$ cat src/rtl/tow_match_ctrl.sv
// tow_match_ctrl: match controller for a two-player tug-of-war game.
//   Synchronizes and edge-detects the two player buttons, forwards one press
//   pulse per button press to the playfield while a round is in play, keeps
//   the round score and sequences rounds until one player reaches WIN_ROUNDS.
//
// Ports
//   clk           system clock, rising edge
//   reset         asynchronous active-low reset
//   keyL, keyR    raw asynchronous player buttons, active-high
//   start         request to begin a match (honoured in IDLE and MATCH_END)
//   pf_winL/R     playfield round-win flags
//   pressL/R      single-cycle press pulses to the playfield
//   pf_reset      synchronous reset to the playfield (IDLE and CLEAR)
//   scoreL/R      round wins per player, saturating at WIN_ROUNDS
//   match_over    high while the match has been decided
//   match_winner  00 none, 01 left, 10 right
//
// Optional feature: define TOW_LOCKOUT_EN to drop further presses from a
// player for LOCKOUT_CYCLES cycles after one of that player's presses.
module tow_match_ctrl #(
  parameter int WIN_ROUNDS     = 3,
  parameter int HOLD_CYCLES    = 4,
  parameter int LOCKOUT_CYCLES = 2
) (
  input  logic       clk,
  input  logic       reset,
  input  logic       keyL,
  input  logic       keyR,
  input  logic       start,
  input  logic       pf_winL,
  input  logic       pf_winR,
  output logic       pressL,
  output logic       pressR,
  output logic       pf_reset,
  output logic [2:0] scoreL,
  output logic [2:0] scoreR,
  output logic       match_over,
  output logic [1:0] match_winner
);

  if (WIN_ROUNDS < 1 || WIN_ROUNDS > 7) begin : g_bad_win_rounds
    $error("WIN_ROUNDS must be within 1..7");
  end
  if (HOLD_CYCLES < 1 || HOLD_CYCLES > 255) begin : g_bad_hold_cycles
    $error("HOLD_CYCLES must be within 1..255");
  end
  if (LOCKOUT_CYCLES < 1 || LOCKOUT_CYCLES > 15) begin : g_bad_lockout_cycles
    $error("LOCKOUT_CYCLES must be within 1..15");
  end

  localparam logic [2:0] WIN_SCORE = 3'(WIN_ROUNDS);
  localparam logic [7:0] HOLD_LAST = 8'(HOLD_CYCLES - 1);

  typedef enum logic [2:0] {
    ST_IDLE      = 3'd0,
    ST_CLEAR     = 3'd1,
    ST_PLAY      = 3'd2,
    ST_ROUND_END = 3'd3,
    ST_MATCH_END = 3'd4
  } state_t;

  state_t     state_r;
  state_t     state_next_s;
  // [0] metastability flop, [1] synchronized key, [2] previous synchronized key
  logic [2:0] sync_l_r;
  logic [2:0] sync_r_r;
  logic       live_r;
  logic       arm_l_r;
  logic       arm_r_r;
  logic       cand_l_s;
  logic       cand_r_s;
  logic       fwd_l_s;
  logic       fwd_r_s;
  logic       accept_l_s;
  logic       accept_r_s;
  logic [7:0] hold_cnt_r;
  logic       score_hit_s;

  // Two-flop synchronizers plus the history flop used for rising-edge detection.
  always_ff @(posedge clk or negedge reset) begin
    if (!reset) begin
      sync_l_r <= 3'b000;
      sync_r_r <= 3'b000;
    end else begin
      sync_l_r <= {sync_l_r[1:0], keyL};
      sync_r_r <= {sync_r_r[1:0], keyR};
    end
  end

  // A key only becomes eligible once it has really been sampled low after
  // reset; live_r marks that sync[0] holds a genuine sample rather than the
  // reset value, so a button held through reset release never fires.
  always_ff @(posedge clk or negedge reset) begin
    if (!reset) begin
      live_r  <= 1'b0;
      arm_l_r <= 1'b0;
      arm_r_r <= 1'b0;
    end else begin
      live_r  <= 1'b1;
      arm_l_r <= arm_l_r | (live_r & ~sync_l_r[0]);
      arm_r_r <= arm_r_r | (live_r & ~sync_r_r[0]);
    end
  end

  assign cand_l_s = sync_l_r[1] & ~sync_l_r[2] & arm_l_r;
  assign cand_r_s = sync_r_r[1] & ~sync_r_r[2] & arm_r_r;
  // Simultaneous presses cancel each other; nothing passes outside PLAY.
  assign fwd_l_s  = cand_l_s & ~cand_r_s & (state_r == ST_PLAY);
  assign fwd_r_s  = cand_r_s & ~cand_l_s & (state_r == ST_PLAY);

`ifdef TOW_LOCKOUT_EN
  logic [3:0] lock_l_r;
  logic [3:0] lock_r_r;

  assign accept_l_s = fwd_l_s & (lock_l_r == 4'd0);
  assign accept_r_s = fwd_r_s & (lock_r_r == 4'd0);

  // Per-player lockout counters, loaded on an accepted press and cleared when a round is set up.
  always_ff @(posedge clk or negedge reset) begin
    if (!reset) begin
      lock_l_r <= 4'd0;
      lock_r_r <= 4'd0;
    end else if (state_next_s == ST_CLEAR) begin
      lock_l_r <= 4'd0;
      lock_r_r <= 4'd0;
    end else begin
      if (accept_l_s) begin
        lock_l_r <= 4'(LOCKOUT_CYCLES);
      end else if (lock_l_r != 4'd0) begin
        lock_l_r <= lock_l_r - 4'd1;
      end
      if (accept_r_s) begin
        lock_r_r <= 4'(LOCKOUT_CYCLES);
      end else if (lock_r_r != 4'd0) begin
        lock_r_r <= lock_r_r - 4'd1;
      end
    end
  end
`else
  assign accept_l_s = fwd_l_s;
  assign accept_r_s = fwd_r_s;
`endif

  // Registered press pulses to the playfield.
  always_ff @(posedge clk or negedge reset) begin
    if (!reset) begin
      pressL <= 1'b0;
      pressR <= 1'b0;
    end else begin
      pressL <= accept_l_s;
      pressR <= accept_r_s;
    end
  end

  assign score_hit_s = (scoreL == WIN_SCORE) || (scoreR == WIN_SCORE);

  // Match state register.
  always_ff @(posedge clk or negedge reset) begin
    if (!reset) begin
      state_r <= ST_IDLE;
    end else begin
      state_r <= state_next_s;
    end
  end

  // Match sequencing: round setup, play, result hold, match decided.
  always_comb begin
    state_next_s = state_r;
    case (state_r)
      ST_IDLE: begin
        if (start) state_next_s = ST_CLEAR;
        else       state_next_s = ST_IDLE;
      end
      ST_CLEAR: begin
        state_next_s = ST_PLAY;
      end
      ST_PLAY: begin
        if (pf_winL || pf_winR) state_next_s = ST_ROUND_END;
        else                    state_next_s = ST_PLAY;
      end
      ST_ROUND_END: begin
        if (hold_cnt_r == HOLD_LAST) begin
          if (score_hit_s) state_next_s = ST_MATCH_END;
          else             state_next_s = ST_CLEAR;
        end else begin
          state_next_s = ST_ROUND_END;
        end
      end
      ST_MATCH_END: begin
        if (start) state_next_s = ST_CLEAR;
        else       state_next_s = ST_MATCH_END;
      end
      default: begin
        state_next_s = ST_IDLE;
      end
    endcase
  end

  // Result hold counter; idles at zero so it is ready on entry to ROUND_END.
  always_ff @(posedge clk or negedge reset) begin
    if (!reset) begin
      hold_cnt_r <= 8'd0;
    end else if (state_r == ST_ROUND_END) begin
      hold_cnt_r <= hold_cnt_r + 8'd1;
    end else begin
      hold_cnt_r <= 8'd0;
    end
  end

  // Scores and winner; a tied round (both flags) leaves scores untouched.
  always_ff @(posedge clk or negedge reset) begin
    if (!reset) begin
      scoreL       <= 3'd0;
      scoreR       <= 3'd0;
      match_winner <= 2'b00;
    end else begin
      if (state_r == ST_PLAY && pf_winL && !pf_winR && scoreL != WIN_SCORE) begin
        scoreL <= scoreL + 3'd1;
      end
      if (state_r == ST_PLAY && pf_winR && !pf_winL && scoreR != WIN_SCORE) begin
        scoreR <= scoreR + 3'd1;
      end
      if (state_r == ST_ROUND_END && state_next_s == ST_MATCH_END) begin
        match_winner <= (scoreL == WIN_SCORE) ? 2'b01 : 2'b10;
      end
      if (state_r == ST_MATCH_END && start) begin
        scoreL       <= 3'd0;
        scoreR       <= 3'd0;
        match_winner <= 2'b00;
      end
    end
  end

  assign pf_reset   = (state_r == ST_IDLE) || (state_r == ST_CLEAR);
  assign match_over = (state_r == ST_MATCH_END);

endmodule

$ cat config.mk
export PLATFORM = sky130hd
export DESIGN_NAME = tow_match_ctrl
export DESIGN_NICKNAME = d
export VERILOG_FILES = /design/src/rtl/tow_match_ctrl.sv
export SDC_FILE = /design/constraint.sdc
export NUM_CORES = 1
export LEC_CHECK = 0
export ABC_AREA = 1
export BUFFER_PORTS_ARGS = -buffer_cell sky130_fd_sc_hd__buf_2
export CAP_MARGIN = 15
export CORE_MARGIN = 1.5
export CORE_UTILIZATION = 35
export CTS_BUF_LIST = sky130_fd_sc_hd__clkbuf_2
export DETAILED_ROUTE_END_ITERATION = 16
export GPL_TIMING_DRIVEN = 0
export SLEW_MARGIN = 20
export SYNTH_ARGS = -nofsm -noshare
export SYNTH_HDL_FRONTEND = slang
export SYNTH_SLANG_ARGS = --single-unit
$ cat constraint.sdc
create_clock -name clk -period 1.6 [get_ports clk]
set_clock_uncertainty 0.05 [all_clocks]
set_input_delay 0.08 -clock clk [delete_from_list [all_inputs] [get_ports clk]]
set_output_delay 0.08 -clock clk [all_outputs]
set_load 0.1 [all_outputs]
==> results of run 1 <==
## worst max-delay path, delay by kind of cell (launching register included)
kind                       cells  cell delay (ns)
DFF                            1             0.53
and+or+nand+nor                5             0.39
adders and majority gates      2             0.34
buffers and inverters          1             0.12
## routing by layer
metal  part of all wire  up-vias
li1                   -      530
met1               0.43      487
met4              0.016        0
met5                  0        -
met3              0.051        5
met2               0.50       23
## layout make-up
cell class,instances,area (sq um),area share
clock buffers,6,30.03,0.01792
repair buffers,24,158.9,0.09485
well taps,48,60.06,0.03585
clock inverters,2,33.78,0.02016
inverters,19,71.32,0.04257
flip-flops and latches,30,768.2,0.4586
multi-input cells,97,541.8,0.3234
plain buffers,1,11.26,0.006721
## logic make-up (layout without fill, tap and decap cells)
kind of cell,after synthesis,after routing,share of synthesized area
compound gates,11,11,0.04432
fa+ha+maj,5,5,0.04617
buf+inv,20,52,0.06094
flops,30,30,0.5540
other cells,1,1,0.002767
simple gates,80,80,0.2918
## cells in the final DEF (no fill, tap or decap)
cell and count:
nor2_4 3, clkbuf_4 1, dfrtp_2 2, nand3_1 12
conb_1 1, a21oi_1 5, clkbuf_2 6, ha_2 1
o21ai_0 4, nand2_2 4, inv_2 2, buf_2 16
dfrtp_4 4, o21bai_1 2, nand2_1 33, nand4_1 3
nand3_4 1, bufinv_16 1, nor2_2 3, ha_4 1
dfrtp_1 24, clkinv_1 1, inv_1 17, dlygate4sd3_1 6
nand3b_1 5, nor2_1 12, buf_6 2, nor3_1 4
ha_1 3
## how the worst min path moves through the flow
stage	to	slack (ns)	depth (start not counted)
floorplan	arm_l_r$_DFF_PN0_	-0.27	0
global placement	pressL$_DFF_PN0_	0.1	1
detailed placement	pressL$_DFF_PN0_	0.10	1
CTS	scoreR[0]$_DFFE_PN0P_	0.22	2
global route	pressL$_DFF_PN0_	0.25	2
finish	hold_cnt_r[1]$_DFF_PN0_	0.21	2
## repair_timing
| item | 4_1_cts | 5_1_grt |
|---|---|---|
| hold buffers | 6 | 0 |
| gates resized for setup | 1 | 2 |
| setup endpoints to repair | 1 | 2 |
| endpoints found under the hold margin | 36 | 0 |
## power breakdown
group	leakage (nW)	switching [mW]	internal, mW
combinational	0.449	1.18	0.320
clock	0.0406	0.266	0.267
sequential	0.364	0.143	0.951
total	0.853	1.58	1.54
## sequential cells by signal, summed over array words and instances (netlist names)
signal	cells
sync_r_r	3
pressR	1
arm_l_r	1
pressL	1
scoreR	3
match_winner	2
live_r	1
sync_l_r	3
arm_r_r	1
scoreL	3
hold_cnt_r	8
state_r	3
## metrics by stage
stage,instances,utilization,hold WS [ns],power [mW]
2_1_floorplan,147,-,-0.2656,2.338
5_1_grt,227,0.4542,0.2550,3.344
6_report,227,0.4542,0.2089,3.123
4_1_cts,227,0.4525,0.2223,3.155
3_3_place_gp,213,0.4183,0.09744,2.561
3_5_place_dp,213,0.4183,0.1021,2.604
==> results.md, run 1 <==
* Finished Cell Area at 1675 sq um
* Final period utilization at 0.9444
* Sequential area share after synthesis at 0.5540
* Syn Area/Cell at 9.218 sq um
* FF-to-FF path depth at 8
* Worst-Margin Slew at 0.6676 ns
* Worst path cell trace: ha_4 > ha_1 > inv_1 > nand2_2 > nand3_4 > nand2_1 > nand2_1 > nand2_1
* Site Rows at 22
* Worst slack, placed at 0.09602 ns
* Most common cell in the netlist: nand2_1
* Initial DRC count at 24
* Via Count at 1045
* Setup bufs post-CTS at 0
* CP Capture Type: flip-flop
* CP required at 1.84 ns
* Clock tree buffer depth at 2
* R2R Setup Slk at 0.09 ns
* RR Startpoint: scoreL[1]$_DFFE_PN0P_
* Largest net degree at the start of global routing at 31
* CTS clk-pin slew, worst paths at 0.17 ns
* GRT met1 Usage at 0.1674
* Wirelength, routed at 2467 um
* Vias per cell at 4.604
* Met3 usage at 0.04795
* Final setup viols at 0
* Most used routing layer: met2
* Drt drc at 0
* Area Overhead vs Synth at 23.64%
* Antenna cells at 0
* Crit-path max FO at 4
* Clock latency on the worst-skew pair at 0.37 ns
* Drt first pass iters at 4
* Synth Cell Area at 1355 sq um
* Io pins at 19
* Hpwl dp at 1884 um
* Die X at 65.22 um
* Top post-synthesis cells by area: dfrtp_1 (55%), nand2_1 (9.4%), inv_1 (4.7%)
* Htree depth at 2
* Fillcell total at 376
* CP startpoint: scoreL[1]$_DFFE_PN0P_
* Post-DR wirelength/cell at 10.87 um
* Die Y at 65.22 um
* Ys Warns at 0
* Share of layout cells above drive strength 1 at 0.2626
* Status: finished clean
* Total gr overflow at 0
* Port bufs at 18
* Post-synth EDFFs at 0
* Synth top area share at 0.5540
* FFs w/ async S/R, synth at 1.000
* Final-report hold violation count at 0
* Initial Utilization at 0.3674
* Crit-path slowest cell: dfrtp_4
* Initial antenna violation count at 0
* Fin worst setup slack at 0.08896 ns
* Critical Path AT at 1.75 ns
* Distinct cells, synth at 19
* Max Fclk at 661.8 MHz
* Total track usage at 0.1398
* Vias in the first global route at 1034
* Primary FF master, synth: dfrtp_1
* Setup CP Type: reg -> reg
* Syn Inst Count at 147
* Leak Pwr at 0.8532 nW
* Power density cells at 1864 nW/um^2
* Worst r2r dst: match_winner[1]$_DFFE_PN0P_
* First-pass GRT wire length at 4512 um
* Critical Path End: match_winner[1]$_DFFE_PN0P_
* Worst VDD drop at 1.153 mV
* Met2 Use GR at 0.2309
* CTS Sinks at 30
* CTS root buf: clkbuf_2
* GPL Wtd Cong at 0.7730
* Slew Limit Fails at 0
* CTS tree: done
* CP dominant cell by count: nand2_1
* Final min period at 1.511 ns
* Core area at 3689 sq um
* Nets at 190
* CTS Buf Count at 5
* Final setup TNS at 0 ns
* Register bit count reported by yosys at 30
* Max cap viols at 0
* Yosys top cell by area: dfrtp_1
* Routed Antenna Nets at 0
* Net Count, Synth at 159
* Startpoint types: flip-flop
* Placed inst area at 1543 sq um
* Synth top cells by count: nand2_1 (34), dfrtp_1 (30), inv_1 (17)
* Worst rel slew slack at 0.5549
* Largest stage delay, worst path at 0.53 ns
* Hold crit path type: in -> async
* RSZ-0062 raised after global routing: no
* DIE AREA at 4254 sq um
Note: power is estimated with default switching activity, not from simulation.
==> run 2, diff against run 1 <==
==> constraint.sdc (replaced) <==
create_clock -name clk -period 1.6 [get_ports clk]
set_clock_uncertainty 0.05 [all_clocks]
set_input_delay 0.32 -clock clk [delete_from_list [all_inputs] [get_ports clk]]
set_output_delay 0.32 -clock clk [all_outputs]
set_load 0.1 [all_outputs]
==> run 2 against run 1 <==
  * Global-route usage fell by 0.15 points
  * Setup slack got worse by 0.13 ns
  * Register-to-register slack improved by 0.04 ns
  * First-iteration DRC count fell by 29%
  * Largest cell class unchanged
  * Fmax fell by 7.8%
  * Die area did not move
  * The flow now finishes with violations (setup timing)
  * Highest routed layer unchanged
  * Count of clock-buffer cells in the layout fell by 1
==> results.md, run 2 (same netlist as run 1, synthesis figures left out) <==
* Failing checks: setup timing
* Max Fclk at 610.4 MHz (was 661.8 MHz)
* Hpwl dp at 1791 um (was 1884 um)
* Final min period at 1.638 ns (was 1.511 ns)
* Crit-path slowest cell: dfrtp_1 (was dfrtp_4)
* Wirelength, routed at 2528 um (was 2467 um)
* Die X at 65.22 um (unchanged)
* Worst rel slew slack at 0.5564 (was 0.5549)
* Crit-path max FO at 2 (was 4)
* Final period utilization at 1.024 (was 0.9444)
* Clock latency on the worst-skew pair at 0.35 ns (was 0.37 ns)
* Clock tree buffer depth at 2 (unchanged)
* CP Capture Type: output pin (was flip-flop)
* Area Overhead vs Synth at 29.64% (was 23.64%)
* CTS clk-pin slew, worst paths at 0.16 ns (was 0.17 ns)
* CTS tree: done (unchanged)
* Final setup TNS at -0.03824 ns (was 0 ns)
* Hold crit path type: in -> reg (was in -> async)
* Worst-Margin Slew at 0.6655 ns (was 0.6676 ns)
* First-pass GRT wire length at 4588 um (was 4512 um)
* Via Count at 1066 (was 1045)
* Largest net degree at the start of global routing at 31 (unchanged)
* Sw frac at 0.4719 (was 0.5073)
* Drt drc at 0 (unchanged)
* Power density cells at 1953 nW/um^2 (was 1864 nW/um^2)
* Max reg flops at 8 (unchanged)
* Nets at 193 (was 190)
* RSZ-0062 raised after global routing: yes (was no)
* Hold_sp: start
* Port bufs at 18 (unchanged)
* Post-DR wirelength/cell at 10.99 um (was 10.87 um)
* Commonest non-fill, non-tap cell in the layout: nand2_1 (unchanged)
* Drt first pass iters at 4 (unchanged)
* Share of layout cells above drive strength 1 at 0.2967 (was 0.2626)
* GPL Wtd Cong at 0.7600 (was 0.7730)
* Worst VDD drop at 1.437 mV (was 1.153 mV)
* Family with the most delay on the worst path: flip-flops (unchanged)
* Initial antenna violation count at 0 (unchanged)
* Worst slack, placed at 0.08248 ns (was 0.09602 ns)
* DIE AREA at 4254 sq um (unchanged)
* Antenna cells at 0 (unchanged)
* Setup CP Type: reg -> out (was reg -> reg)
* Vias in the first global route at 1102 (was 1034)
* Leak Pwr at 0.8877 nW (was 0.8532 nW)
* CP Buf/Inv Count at 2 (was 1)
* Startpoint types: flip-flop (unchanged)
* Final setup viols at 1 (was 0)
* CTS root buf: clkbuf_2 (unchanged)
* RR Startpoint: scoreR[0]$_DFFE_PN0P_ (was scoreL[1]$_DFFE_PN0P_)
* Vias per cell at 4.635 (was 4.604)
* Net Sw Power at 1.619 mW (was 1.584 mW)
* CTS Sinks at 30 (unchanged)
* Core area at 3689 sq um (unchanged)
* Io pins at 19 (unchanged)
* CP startpoint: state_r[0]$_DFF_PN0_ (was scoreL[1]$_DFFE_PN0P_)
* R2R Setup Slk at 0.13 ns (was 0.09 ns)
* Worst path cell trace: nor2_2 > nand2_1 > inv_2 > buf_12 (was ha_4 > ha_1 > inv_1 > nand2_2 > nand3_4 > nand2_1 > nand2_1 > nand2_1)
* Initial DRC count at 17 (was 24)
* Routed Antenna Nets at 0 (unchanged)
* Clk network pwr share at 0.198 (was 0.171)
* CTS Buf Count at 5 (unchanged)
* Final core utilization at 0.4763 (was 0.4542)
* Commonest non-fill, non-tap cells in the layout: nand2_1 (33), dfrtp_1 (24), inv_1 (16) (was nand2_1 (33), dfrtp_1 (24), inv_1 (17))
* Slew Limit Fails at 0 (unchanged)
* Site Rows at 22 (unchanged)
* Max cap viols at 0 (unchanged)
* Htree depth at 2 (unchanged)
* Final Non-Filler Cells at 230 (was 227)
* Die Y at 65.22 um (unchanged)
* Reg with most FFs: hold_cnt_r (unchanged)
* Final-report hold violation count at 0 (unchanged)
* Total track usage at 0.1383 (was 0.1398)
* Sequential power share at 0.320 (was 0.350)
* Critical Path AT at 1.27 ns (was 1.75 ns)
* Status: finished, violations left (was finished clean)
* Initial Utilization at 0.3674 (unchanged)
* Internal power of the cells at 1.812 mW (was 1.539 mW)
* Largest stage delay, worst path at 0.43 ns (was 0.53 ns)
* Fin worst setup slack at -0.03824 ns (was 0.08896 ns)
* Total gr overflow at 0 (unchanged)
* CP required at 1.23 ns (was 1.84 ns)
* Placed instance count at 213 (unchanged)
* Comb pwr share at 0.483 (was 0.479)
run 2: changes by cell type in the layout (fill, tap and decap cells not counted), sizes merged:
cell / before / now
dlygate4sd3: 6 / 3
buf: 18 / 23
bufinv: 1 / 2
run 2: routing by layer:
| layer | routed length (um) | part of all wire | track usage | vias to the layer above |
|---|---|---|---|---|
| li1 | - | - | - | 536 |
| met1 | 1125 | 0.45 | 0.1573 | 502 |
| met2 | 1240 | 0.49 | 0.2411 | 23 |
| met3 | 123 | 0.049 | 0.04452 | 5 |
| met4 | 38 | 0.015 | 0.05208 | 0 |
| met5 | 0 | 0 | 0 | - |
run 2: worst paths after layout:
path | endpoint | cells after the start
setup / recovery | match_over | 4
max in group asynchronous | scoreR[1]$_DFFE_PN0P_ | 2
hold / removal | state_r[2]$_DFF_PN0_ | 2
setup reg to reg | match_winner[1]$_DFFE_PN0P_ | 8
min in group asynchronous | pressL$_DFF_PN0_ | 2
hold reg to reg | sync_r_r[2]$_DFF_PN0_ | 0
run 2: power by group through the flow:
stage	Sequential, mW	Clock (mW)	Combinational (mW)
floorplan	1.72	0	0.627
global placement	1.10	0	1.46
detailed placement	1.12	0	1.49
CTS	1.09	0.703	1.65
global route	1.12	0.729	1.79
finish	1.10	0.678	1.66
run 2: area by class of cell:
| cell class | count | area [sq um] |
|---|---|---|
| clock inverter | 3 | 63.81 |
| clock buffer | 5 | 25.02 |
| multi-input combinational | 97 | 546.8 |
| tap | 48 | 60.06 |
| timing repair buffer | 27 | 210.2 |
| fill | 353 | 1932 |
| buffer | 1 | 11.26 |
| sequential | 30 | 768.2 |
| inverter | 19 | 71.32 |
run 2: repair_timing:
action	CTS	global route
hold buffers	3	0
hold endpoints to repair	32	0
pin swaps	1	1
setup buffers	5	1
resized for setup	12	3
setup endpoints to repair	6	5
run 2: worst reg2reg max path, stage by stage (launching register included):
cell,delay [ns]
dfrtp_4,0.53
ha_2,0.19
ha_1,0.16
inv_1,0.10
nand2_2,0.09
nand3_4,0.10
nand2_1,0.07
nand2_1,0.06
nand2_1,0.04
run 2: stage by stage:
| step | total power [mW] | area (sq um) | hold WS (ns) |
|---|---|---|---|
| floorplan | 2.347 | 1398 | -0.02559 |
| global placement | 2.569 | 1548 | 0.3068 |
| detailed placement | 2.609 | 1548 | 0.3168 |
| CTS | 3.443 | 1744 | 0.1174 |
| global route | 3.643 | 1757 | 0.1285 |
| finish | 3.431 | 1757 | 0.1342 |
